## config.mk

```make
export PLATFORM = sky130hd
export DESIGN_NAME = fc_layer_engine
export DESIGN_NICKNAME = d
export VERILOG_FILES = /design/src/rtl/fc_pkg.sv /design/src/rtl/fc_requant.sv /design/src/rtl/fc_layer_engine.sv
export SDC_FILE = /design/constraint.sdc
export NUM_CORES = 1
export LEC_CHECK = 0
export ABC_AREA = 0
export CELL_PAD_IN_SITES_DETAIL_PLACEMENT = 1
export CELL_PAD_IN_SITES_GLOBAL_PLACEMENT = 2
export CORE_ASPECT_RATIO = 0.6
export CORE_UTILIZATION = 35
export DETAILED_ROUTE_END_ITERATION = 8
export PLACE_DENSITY_LB_ADDON = 0.1
export SLEW_MARGIN = 20
export SYNTH_ARGS = -nofsm -noshare
export SYNTH_HDL_FRONTEND = slang
export SYNTH_SLANG_ARGS = --single-unit
```

## constraint.sdc

```tcl
create_clock -name clk -period 16.8 [get_ports clk]
set_input_delay 3.36 -clock clk [delete_from_list [all_inputs] [get_ports clk]]
set_output_delay 3.36 -clock clk [all_outputs]
set_load 0.02 [all_outputs]
```

## src/rtl/fc_pkg.sv

```systemverilog
// Shared definitions for the fully-connected layer engine: default geometry,
// FSM state encoding and the address-width helper.
package fc_pkg;

  localparam int FC_IN_LEN  = 84;
  localparam int FC_OUT_LEN = 10;
  localparam int FC_DATA_W  = 8;
  localparam int FC_ACC_W   = 32;

  typedef enum logic [2:0] {
    IDLE    = 3'd0,
    BIAS_RD = 3'd1,
    BIAS_LD = 3'd2,
    MAC     = 3'd3,
    DRAIN   = 3'd4,
    WRITE   = 3'd5,
    FIN     = 3'd6
  } fc_state_e;

  // Address width that stays at least 1 bit, so a length of 1 still yields a legal port.
  function automatic int fc_clog2(input int v);
    return (v <= 2) ? 1 : $clog2(v);
  endfunction

endpackage

```

## src/rtl/fc_requant.sv

```systemverilog
// Combinational ReLU + arithmetic right shift + clamp to the positive signed
// DATA_W range, zero-extended back to ACC_W.
module fc_requant
  import fc_pkg::*;
#(
  parameter int DATA_W = FC_DATA_W,
  parameter int ACC_W  = FC_ACC_W
) (
  input  logic signed [ACC_W-1:0] acc,
  input  logic        [4:0]       shift,
  output logic        [ACC_W-1:0] q
);

  localparam logic [ACC_W-1:0] QMAX = ACC_W'((1 << (DATA_W - 1)) - 1);

  logic [ACC_W-1:0] pos;
  logic [ACC_W-1:0] shifted;

  // Once negatives are zeroed the value is non-negative, so a logical shift equals >>>.
  always_comb begin
    pos     = acc[ACC_W-1] ? '0 : acc;
    shifted = pos >> shift;
    q       = (shifted > QMAX) ? QMAX : shifted;
  end

endmodule

```

## src/rtl/fc_layer_engine.sv

```systemverilog
// Sequential fully-connected layer: one MAC per cycle over IN_LEN inputs for each
// of OUT_LEN neurons. Define FC_ARGMAX_EN to add argmax_idx/argmax_val outputs.
//
//   state   | meaning
//   IDLE    | waiting for start
//   BIAS_RD | bias address presented for the current neuron
//   BIAS_LD | acc <= bias, input/weight index 0 presented
//   MAC     | one address pair per cycle, previous product accumulated
//   DRAIN   | last product accumulated
//   WRITE   | out_we pulse for the current neuron
//   FIN     | last neuron written, done pulses on the following cycle
module fc_layer_engine
  import fc_pkg::*;
#(
  parameter int IN_LEN  = FC_IN_LEN,
  parameter int OUT_LEN = FC_OUT_LEN,
  parameter int DATA_W  = FC_DATA_W,
  parameter int ACC_W   = FC_ACC_W
) (
  input  logic                                   clk,
  input  logic                                   rst,
  input  logic                                   start,
  output logic                                   busy,
  output logic                                   done,
  input  logic                                   relu_en,
  input  logic        [4:0]                      shift,
  output logic        [fc_clog2(IN_LEN)-1:0]         in_addr,
  input  logic signed [DATA_W-1:0]               in_data,
  output logic        [fc_clog2(IN_LEN*OUT_LEN)-1:0] w_addr,
  input  logic signed [DATA_W-1:0]               w_data,
  output logic        [fc_clog2(OUT_LEN)-1:0]        b_addr,
  input  logic signed [ACC_W-1:0]                b_data,
  output logic                                   out_we,
  output logic        [fc_clog2(OUT_LEN)-1:0]        out_addr,
  output logic        [ACC_W-1:0]                out_data
`ifdef FC_ARGMAX_EN
  ,
  output logic        [fc_clog2(OUT_LEN)-1:0]        argmax_idx,
  output logic        [ACC_W-1:0]                argmax_val
`endif
);

  localparam int IA_W = fc_clog2(IN_LEN);
  localparam int WA_W = fc_clog2(IN_LEN * OUT_LEN);
  localparam int NA_W = fc_clog2(OUT_LEN);

  localparam logic [IA_W-1:0] IN_LAST  = IA_W'(IN_LEN - 1);
  localparam logic [NA_W-1:0] NEU_LAST = NA_W'(OUT_LEN - 1);
  localparam logic [WA_W-1:0] W_STEP   = WA_W'(IN_LEN);

  fc_state_e state, state_nx;

  logic        [NA_W-1:0]     neu_idx;
  logic        [IA_W-1:0]     in_idx;
  logic        [WA_W-1:0]     w_base;
  logic signed [ACC_W-1:0]    acc;
  logic                       relu_q;
  logic        [4:0]          shift_q;
  logic signed [2*DATA_W-1:0] prod;
  logic signed [ACC_W-1:0]    prod_ext;
  logic        [ACC_W-1:0]    q_relu;

  assign prod     = in_data * w_data;
  assign prod_ext = ACC_W'(prod);

  fc_requant #(
    .DATA_W(DATA_W),
    .ACC_W (ACC_W)
  ) u_requant (
    .acc  (acc),
    .shift(shift_q),
    .q    (q_relu)
  );

  assign in_addr  = in_idx;
  assign w_addr   = w_base + WA_W'(in_idx);
  assign b_addr   = neu_idx;
  assign busy     = (state != IDLE);
  assign out_we   = (state == WRITE);
  assign out_addr = neu_idx;
  assign out_data = out_we ? (relu_q ? q_relu : acc) : '0;

  always_ff @(posedge clk) begin
    if (rst) state <= IDLE;
    else     state <= state_nx;
  end

  always_comb begin
    state_nx = state;
    case (state)
      IDLE:    if (start) state_nx = BIAS_RD;
      BIAS_RD: state_nx = BIAS_LD;
      BIAS_LD: state_nx = MAC;
      MAC:     if (in_idx == IN_LAST) state_nx = DRAIN;
      DRAIN:   state_nx = WRITE;
      WRITE:   state_nx = (neu_idx == NEU_LAST) ? FIN : BIAS_RD;
      FIN:     state_nx = IDLE;
      default: state_nx = IDLE;
    endcase
  end

  // The product seen in MAC cycle 0 belongs to the BIAS_LD address, which MAC cycle 0
  // re-issues, so accumulation starts at index 1 and DRAIN picks up the final product.
  always_ff @(posedge clk) begin
    if (rst) begin
      acc     <= '0;
      neu_idx <= '0;
      in_idx  <= '0;
      w_base  <= '0;
      relu_q  <= 1'b0;
      shift_q <= '0;
      done    <= 1'b0;
    end else begin
      done <= (state == FIN);
      case (state)
        IDLE: begin
          if (start) begin
            neu_idx <= '0;
            in_idx  <= '0;
            w_base  <= '0;
            relu_q  <= relu_en;
            shift_q <= shift;
          end
        end
        BIAS_LD: acc <= b_data;
        MAC: begin
          if (in_idx != '0)      acc    <= acc + prod_ext;
          if (in_idx != IN_LAST) in_idx <= in_idx + IA_W'(1);
        end
        DRAIN: begin
          acc    <= acc + prod_ext;
          in_idx <= '0;
        end
        WRITE: begin
          if (neu_idx != NEU_LAST) begin
            neu_idx <= neu_idx + NA_W'(1);
            w_base  <= w_base + W_STEP;
          end
        end
        default: ;
      endcase
    end
  end

`ifdef FC_ARGMAX_EN
  logic am_have;

  // Strict greater-than keeps the earliest (lowest) index on ties.
  always_ff @(posedge clk) begin
    if (rst) begin
      am_have    <= 1'b0;
      argmax_idx <= '0;
      argmax_val <= '0;
    end else if (state == IDLE && start) begin
      am_have    <= 1'b0;
      argmax_idx <= '0;
      argmax_val <= '0;
    end else if (out_we && (!am_have || $signed(out_data) > $signed(argmax_val))) begin
      am_have    <= 1'b1;
      argmax_idx <= out_addr;
      argmax_val <= out_data;
    end
  end
`endif

endmodule
```

; After elaboration in Yosys (flattened, before gate mapping)
; Index checks and enable logic that the tools add are counted.
; Widths: inputs -> output; s select.
[word_totals]
elab_cells = 61
memories = 0
regBits = 63
latch_bits = 0
mem_bits_ro = 0
mem_bits_rw = 0
[op_classes]
reduce_logical = 11
div_mod_pow = 0
shift = 1
bitwise_logic = 0
n_mul = 1
n_eq_ne = 15
n_addsub = 5
mux = 19
magnitude_cmp = 1
[ops]
columns = op, n
row1 = $mux 32, 4
row2 = $pmux 32 s3, 1
row3 = $add 32x16->32, 1
row4 = $gt 32x7->1 const B, 1
row5 = $shr 32x5->32, 1
row6 = $mux 31, 1
row7 = $pmux 7 s3, 1
row8 = $mux 10, 2
row9 = $pmux 10 s2, 1
row10 = $pmux 3 s6, 1
row11 = $mul 8x8->16, 1
row12 = $mux 7, 2
row13 = $add 10x7->10, 1
row14 = $add 10x7->10 const B, 1
row15 = $eq 3x3->1 const B, 3
row16 = $mux 3, 3
row17 = $reduce_bool 3->1, 3
row18 = $mux 4, 2
row19 = $ne 2x2->1 const B, 4
row20 = $pmux 4 s2, 1
row21 = $add 7x1->7 const B, 1
row22 = $eq 7x7->1 const B, 1
row23 = $ne 7x7->1 const B, 1
row24 = $reduce_bool 7->1, 1
row25 = other kinds (10), 14

; Logic depth before layout (Yosys ltp)
; Gate-level depths: netlist (run 1).
[logic_depth]
ltp_word = 6
ltp_mapped = 21

; Hierarchy
; From an unflattened synthesis (run 1), not the netlist that was laid out.
[hier_totals]
hier_cells = 1256
area_unflattened_um2 = 11229.5
[modules_own_cells]
columns = mod, area_per_inst_um2, cells_each, instances
row1 = fc_layer_engine, 8997.4, 1005, 1
row2 = fc_requant, 2232.1, 251, 1

; Worst setup path before layout (run 1)
; OpenSTA, ideal clock, no wires.
[synth_timing]
path_type = in2reg
from = in w_data[1]
to = reg acc[30]
path_stages = 16
path_buffers = 1
required_ns = 16.686
slack_ns = 7.635
t_arrival_ns = 9.051
path_cell_list = clkbuf_1 -> and2_1 -> fa_1 -> fa_1 -> fa_1 -> fa_1 -> ha_1 -> ha_1 -> o211a_1 -> o31ai_1 -> a21o_1 -> o211a_1 -> o21a_1 -> o41a_1 -> xnor2_1 -> a2111oi_0
[synth_via]
elab_chain_cells = 4
[synth_lines]
columns = element, line_no
row1 = start: declaration, fc_layer_engine.sv:30  ; input logic signed [DATA_W-1:0] w_data,
row2 = $mul 8x8->16 (*), fc_layer_engine.sv:63  ; assign prod = in_data * w_data;
row3 = $add 32x16->32 (*), "fc_layer_engine.sv:127, fc_layer_engine.sv:131"
row4 = $mux 32, fc_layer_engine.sv:127  ; if (in_idx != '0) acc <= acc + prod_ext;
row5 = $pmux 32 s3 (*), fc_layer_engine.sv:115  ; case (state)
row6 = end signal: assignment, fc_layer_engine.sv:125  ; BIAS_LD: acc <= b_data;
row7 = end signal: assignment, fc_layer_engine.sv:127
row8 = end signal: assignment, fc_layer_engine.sv:131  ; acc <= acc + prod_ext;
row9 = end: declaration, fc_layer_engine.sv:56  ; logic signed [ACC_W-1:0] acc;
; Mark *: on every way between the ends. The rest lies on a longest branch, timed or not. The select of a mux whose other input is x is not followed.
; A chain may end at the register's enable or synchronous reset.

; Worst setup path in the final report (run 1)
[layout_timing]
from = in w_data[2]
to = reg acc[28]
; The elaborated chain is that of the path after synthesis.

==> load_flow_metrics.sql, run 1 <==
INSERT INTO impl_metrics (metric_group, metric, value, unit) VALUES
('die', 'core.rowCount', '48', ''),
('yosys', 'netlist_area', '10400', 'µm²'),
('placement', 'port_buffers', '116', ''),
('job', 'maxCapViolCount', '0', ''),
('sta', 'worst_slew_margin_rel', '29.0', '%'),
('route', 'drt-wirelength-per-cell', '20.8', 'µm'),
('clock_tree', 'cts_hold_repair.buffers', '0', ''),
('clock_tree', 'cts_root_buf', 'clkbuf_16', ''),
('yosys', 'yosysSeqAreaShare', '11.8', '%'),
('pwr', 'power_per_cell_area', '219', 'nW/µm²'),
('grt', 'antenna_violations_before_repair', '0', ''),
('yosys', 'yosysWarnings', '0', ''),
('placement', 'place.gp.congestion', '0.852', ''),
('placement', 'dp_hpwl', '28.3', 'mm'),
('yosys', 'synth_enable_flop_cells', '0', ''),
('worst_hold_path', 'whs_path_depth', '2', ''),
('die', 'ios', '117', ''),
('layout', 'fraction_of_final_layout_cells_with_drive_strength_greater_than_1', '4.96', '%'),
('route', 'detail_route.vias_per_cell', '5.42', ''),
('yosys', 'postSynthCellCount', '1208', ''),
('sta', 'unrepaired_setup_endpoints_after_global_routing', 'no', ''),
('worst_setup_path', 'timing.critical_path.mode_cell', 'fa_1', ''),
('layout', 'final_cell_count_no_fill', '1691', ''),
('grt', 'global_route.usage.total', '23.8', '%'),
('clock_tree', 'cts.reportedPaths.clkPinSlew', '0.07', 'ns'),
('layout', 'multi_input_comb_area', '8340', 'µm²'),
('route', 'total_number_of_vias', '9157', ''),
('sta', 'whs', '0.465', 'ns'),
('yosys', 'yosys_register_bits', '61', ''),
('sta', 'timing.fmax', '102', 'MHz'),
('layout', 'final_common_cell', 'fa_1', ''),
('sta', 'clock-skew-final', '0.0120', 'ns'),
('route', 'first_pass_iters', '6', ''),
('route', 'route.detailed.drc', '0', ''),
('grt', 'maximum_number_of_pins_on_one_net_before_global_route_repair', '65', ''),
('grt', 'vias_in_the_first_global_route', '9186', ''),
('worst_hold_path', 'holdCritPathClass', 'flop to flop', ''),
('worst_setup_path', 'path_class', 'input pin to flop', ''),
('die', 'start_util', '35.8', '%'),
('die', 'chipHeight', '135', 'µm'),
('worst_setup_path', 'timing.critical_path.max_delay_family', 'adder cells', ''),
('route', 'detail_route.wirelength', '35.1', 'mm'),
('run_status', 'status', 'completed', ''),
('layout', 'flow.area_growth_from_synthesis', '16.5', '%'),
('worst_setup_path', 'worst_ep_arrival_time', '10.01', 'ns'),
('yosys', 'async_flop_share', '0', '%'),
('yosys', 'ys.flop_type', 'dfxtp_1', ''),
('pwr', 'p_total', '2.65', 'mW'),
('worst_setup_path', 'cp-start-kind', 'input pin', ''),
('worst_setup_path', 'count_of_cells_along_the_worst_register_to_register_path', '18', ''),
('layout', 'nNetsFinal', '1558', ''),
('clock_tree', 'clock_sinks', '61', ''),
('layout', 'layout.core_utilization', '41.7', '%'),
('die', 'die-width', '224', 'µm'),
('sta', 'final-max-slew-violation-count', '0', ''),
('layout', 'area.sequential', '1220', 'µm²'),
('clock_tree', 'cts_inserted_buffers', '9', ''),
('grt', 'gr-total-overflow', '0', ''),
('clock_tree', 'clk_path_buf_depth', '2', ''),
('yosys', 'synth_cell_types', '75', ''),
('route', 'drt-initial-drc-count', '703', ''),
('sta', 'worst-slew-pin-transition', '1.07', 'ns'),
('sta', 'min_period_over_period', '58.1', '%'),
('worst_setup_path', 'crit_path_max_fanout', '13', ''),
('worst_setup_path', 'critPathBufInv', '4', ''),
('yosys', 'synth.avg_cell_area', '8.59', 'µm²'),
('pwr', 'leakagePower', '5.15', 'nW'),
('sta', 'setup_viol_count_final', '0', ''),
('layout', 'layout.cells.most_common_list', 'fa_1 (136), nor2_1 (119), clkdlybuf4s50_1 (115), inv_1 (112), nand2_1 (99)', ''),
('worst_setup_path', 'cp_cell_sequence', 'clkdlybuf4s50_1 -> nand2_1 -> inv_1 -> fa_1 -> inv_1 -> fa_1 -> inv_1 -> fa_1 -> fa_1 -> ha_1 -> ha_1 -> a21oi_1 -> nand2_1 -> a221oi_1 -> o211a_1 -> o21ai_0 -> a2111oi_0 -> o31ai_1 -> a211oi_1', ''),
('sta', 'fin_setup_tns', '0', 'ns');
worst paths after layout:
check,start,slack [ns],end
max,w_data[2],7.04,acc[28]
min,shift_q[1],0.47,shift_q[1]
max reg2reg,acc[6],11.03,acc[28]
min reg2reg,shift_q[1],0.47,shift_q[1]
cell usage after synthesis (7+ instances only):
master and number:
nor2_1 119, nor2b_1 13, clkbuf_8 7, buf_2 8, a211oi_1 26, nand3_1 13, nor3_1 48, dfxtp_1 61
buf_4 7, clkbuf_1 32, o21a_1 8, o211ai_1 7, nand2_1 99, inv_1 112, a21oi_1 81, and2_1 59
o21ai_0 45, fa_1 136, xnor2_1 26, a31oi_1 14, a21o_1 15, nor4_1 8, ha_1 80, a311oi_1 12
mux2i_1 31, nand4_1 9, xor2_1 20
power breakdown:
part | switching, mW | internal (mW) | total, mW | leakage, nW
sequential | 0.0689 | 0.173 | 0.242 | 0.499
combinational | 1.30 | 0.893 | 2.19 | 4.49
clock | 0.0835 | 0.132 | 0.216 | 0.161
total | 1.45 | 1.20 | 2.65 | 5.15
stage by stage:
| stage | cell area, µm² | worst slack [ns] |
|---|---|---|
| after detailed placement | 11800 | 6.69 |
| final | 12100 | 7.04 |
| after global placement | 11800 | 6.84 |
| after global routing | 12100 | 6.44 |
| after CTS | 12100 | 7.03 |
| after floorplan | 10400 | 7.63 |
kinds of logic after synthesis:
| group | after synthesis | synth area share (%) |
|---|---|---|
| buffers and inverters | 177 | 8.02 |
| AO/OA/AOI/OAI | 263 | 16.6 |
| AND/OR/NAND/NOR | 399 | 18.3 |
| multiplexers | 46 | 5.51 |
| flip-flops | 61 | 11.8 |
| XOR/XNOR | 46 | 3.88 |
| adder cells (fa/ha/maj) | 216 | 35.9 |
worst min-delay path, stage by stage, from the launching register on:
cell and delay, ns:
dfxtp_2 0.32, nand2_1 0.05, a21oi_1 0.05
layer usage:
metal / GRT usage, % / part of all wire (%) / wire length [µm]
met5: 0 / 0 / 0
met4: 3.17 / 0.86 / 301
met3: 3.43 / 4.2 / 1490
met2: 31.9 / 39 / 13700
met1: 39.8 / 56 / 19600
sequential cells by signal, summed over array words and instances (netlist names):
name,cells
acc,32
w_base,8
in_addr,7
shift_q,5
b_addr,4
state,3
done,1
relu_q,1
final cells by class:
class / count / share of cell area [%]
inverter: 114 / 3.54
tap: 400 / 4.14
clock buffer: 9 / 1.86
multi-input combinational: 970 / 69.1
timing repair buffer: 129 / 10.4
clock inverter: 7 / 0.859
antenna: 1 / 0.0207
sequential: 61 / 10.1
No activity file was read; power rests on OpenSTA's default activity.
==> inputs of run 2 (changes only) <==
--- a/config.mk
+++ b/config.mk
@@ -9,7 +9,7 @@
 export CELL_PAD_IN_SITES_DETAIL_PLACEMENT = 1
 export CELL_PAD_IN_SITES_GLOBAL_PLACEMENT = 2
 export CORE_ASPECT_RATIO = 0.6
-export CORE_UTILIZATION = 35
+export CORE_UTILIZATION = 32
 export DETAILED_ROUTE_END_ITERATION = 8
 export PLACE_DENSITY_LB_ADDON = 0.1
 export SLEW_MARGIN = 20
==> constraint.sdc (replaced) <==
create_clock -name clk -period 7.99 [get_ports clk]
set_input_delay 1.598 -clock clk [delete_from_list [all_inputs] [get_ports clk]]
set_output_delay 1.598 -clock clk [all_outputs]
set_load 0.02 [all_outputs]
==> run 2 against run 1 <==
Against the previous run: largest power group unchanged; largest cell class unchanged; count of clock-buffer cells in the layout up 1; via count shrank 0.69%; register-to-register slack got worse by 8.6 ns; critical endpoint is now acc[30]; non-clock buffer count is 21 higher.
==> load_flow_metrics.sql, run 2 (synthesized netlist as in run 1, its figures left out) <==
INSERT INTO impl_metrics (metric_group, metric, value, unit) VALUES
('layout', 'registers.top_by_ff_count', 'acc', ''),
('worst_setup_path', 'crit_path_max_fanout', '8', ''),
('sta', 'timing.final.hold_violations', '0', ''),
('layout', 'largest_reg_flops', '32', ''),
('placement', 'place.gp.congestion', '0.906', ''),
('worst_setup_path', 'path_class', 'input pin to flop', ''),
('placement', 'port_buffers', '116', ''),
('layout', 'nNetsFinal', '1579', ''),
('die', 'core.rowCount', '50', ''),
('grt', 'maximum_number_of_pins_on_one_net_before_global_route_repair', '65', ''),
('die', 'die-width', '234', 'µm'),
('grt', 'gr-total-overflow', '0', ''),
('clock_tree', 'tritoncts_clock_tree', 'done', ''),
('clock_tree', 'clock_sinks', '61', ''),
('route', 'total_number_of_vias', '9094', ''),
('die', 'ios', '117', ''),
('clock_tree', 'ctsResizeCount', '0', ''),
('route', 'drt-wirelength-per-cell', '21.2', 'µm'),
('grt', 'vias_in_the_first_global_route', '9363', ''),
('worst_setup_path', 'required', '8.23', 'ns'),
('layout', 'area.sequential', '1220', 'µm²'),
('pwr', 'leakagePower', '5.25', 'nW'),
('sta', 'unrepaired_setup_endpoints_after_global_routing', 'no', ''),
('route', 'detail-route-antenna-nets', '0', ''),
('clock_tree', 'cts-htree-levels', '3', ''),
('grt', 'antenna_violations_before_repair', '0', ''),
('sta', 'worst-slew-pin-transition', '1.07', 'ns'),
('die', 'start_util', '32.9', '%'),
('clock_tree', 'postCtsSetupBuffers', '0', ''),
('sta', 'setup_viol_count_final', '0', ''),
('placement', 'dp_hpwl', '30.0', 'mm'),
('clock_tree', 'cts_inserted_buffers', '9', ''),
('layout', 'fin_area', '12300', 'µm²'),
('clock_tree', 'cts_root_buf', 'clkbuf_16', ''),
('worst_hold_path', 'whs_path_depth', '2', ''),
('sta', 'clock-skew-final', '0.00993', 'ns'),
('grt', 'global_route.usage.total', '22.7', '%'),
('worst_setup_path', 'setup.reg_to_reg.worst_slack', '2.41', 'ns'),
('pwr', 'worst_ir_drop_vdd', '0.269', 'mV'),
('worst_setup_path', 'crit_path_end_kind', 'flop', ''),
('route', 'drt-initial-drc-count', '496', ''),
('sta', 'final-max-slew-violation-count', '0', ''),
('worst_hold_path', 'hold_path_startpoint', 'shift_q[1]', ''),
('worst_setup_path', 'count_of_cells_along_the_worst_register_to_register_path', '20', ''),
('run_status', 'status', 'completed', ''),
('clock_tree', 'clk_path_buf_depth', '2', ''),
('clock_tree', 'cts.reportedPaths.clkPinSlew', '0.06', 'ns'),
('die', 'chipHeight', '141', 'µm'),
('clock_tree', 'cts_hold_repair.buffers', '0', ''),
('layout', 'flow.area_growth_from_synthesis', '18.1', '%'),
('worst_hold_path', 'holdCritPathClass', 'flop to flop', ''),
('sta', 'min_period_over_period', '93.3', '%'),
('worst_hold_path', 'end_point_of_the_worst_hold_path', 'shift_q[1]', ''),
('route', 'first_pass_iters', '5', ''),
('route', 'detail_route.vias_per_cell', '5.27', ''),
('job', 'maxCapViolCount', '0', ''),
('worst_setup_path', 'worst_ep_arrival_time', '7.69', 'ns'),
('layout', 'final_common_cell', 'fa_1', ''),
('layout', 'multi_input_comb_area', '8340', 'µm²'),
('sta', 'final_period_minus_worst_setup_slack', '7.45', 'ns'),
('sta', 'worst_slew_margin_rel', '28.6', '%'),
('worst_setup_path', 'cp-start-kind', 'input pin', ''),
('clock_tree', 'worst_skew_pair.late_latency', '0.36', 'ns'),
('layout', 'layout.cells.most_common_list', 'fa_1 (136), nor2_1 (119), clkdlybuf4s50_1 (115), inv_1 (112), nand2_1 (99)', ''),
('sta', 'timing.fmax', '134', 'MHz'),
('grt', 'grt_first_pass_wirelength', '56.8', 'mm'),
('placement', 'detailed_place.area', '11900', 'µm²'),
('die', 'core_ar', '31500', 'µm²'),
('die', 'full_die_area', '33200', 'µm²'),
('worst_setup_path', 'worst_r2r_startpoint', 'acc[4]', ''),
('layout', 'fillcell_total', '3702', ''),
('worst_setup_path', 'worst_r2r_endpoint', 'acc[30]', ''),
('sta', 'fin_setup_tns', '0', 'ns'),
('layout', 'antenna_cells_inserted', '0', ''),
('route', 'route.detailed.drc', '0', ''),
('pwr', 'power_per_cell_area', '456', 'nW/µm²'),
('route', 'detail_route.wirelength', '36.6', 'mm'),
('layout', 'fraction_of_final_layout_cells_with_drive_strength_greater_than_1', '6.48', '%');
run 2: per-stage QoR:
step / utilization [%] / power, mW / setup WS, ns / hold slack (ns) / cells
after floorplan: - / 3.85 / 0.587 / 0.483 / 1208
after global placement: 37.8 / 5.07 / 0.261 / 0.441 / 1711
after detailed placement: 37.8 / 5.11 / 0.178 / 0.443 / 1711
after CTS: 38.9 / 5.60 / 0.519 / 0.452 / 1727
after global routing: 38.9 / 6.20 / 0.124 / 0.466 / 1727
final: 38.9 / 5.59 / 0.539 / 0.451 / 1727
run 2: how the worst max path moves through the flow:
stage / startpoint / end / slack (ns)
6_report: w_data[2] / acc[30] / 0.54
5_1_grt: in_data[7] / acc[28] / 0.12
4_1_cts: in_data[7] / acc[28] / 0.52
3_5_place_dp: in_data[7] / acc[28] / 0.18
3_3_place_gp: w_data[1] / acc[28] / 0.26
2_1_floorplan: w_data[1] / acc[30] / 0.59
run 2: final cells by class:
class | count | share of cell area (%)
Inverter | 114 | 3.49
Timing Repair Buffer | 150 | 11.5
Multi-Input combinational cell | 970 | 68.1
Clock buffer | 10 | 1.95
Clock inverter | 6 | 0.705
Tap cell | 416 | 4.25
Sequential cell | 61 | 10.0
run 2: layer usage:
metal  GRT usage [%]  wire [µm]  share of wire, %  vias to the layer above
met5               0          0                 0                        -
met4            3.36        293              0.80                        0
met3            4.26       1820               5.0                       19
met2            29.3      13800                38                      155
met1            38.0      20700                57                     4581
li1                -          -                 -                     4339
run 2: worst max-delay path, cell delays in order:
cell and delay, ns:
clkdlybuf4s50_1 0.68, nand2_1 0.21, inv_1 0.11, fa_1 0.47
inv_1 0.26, fa_1 0.49, inv_1 0.31, fa_1 0.49
fa_1 0.48, ha_1 0.30, ha_1 0.42, and4_1 0.27
nand4_1 0.18, o211a_1 0.30, o21a_1 0.22, o41a_1 0.42
xnor2_1 0.15, a2111oi_0 0.33
run 2: report_power, final:
part           switching, mW  total (mW)  internal, mW
combinational           2.73        4.63          1.90
clock                  0.166       0.447         0.281
sequential             0.144       0.509         0.365
total                   3.04        5.59          2.54
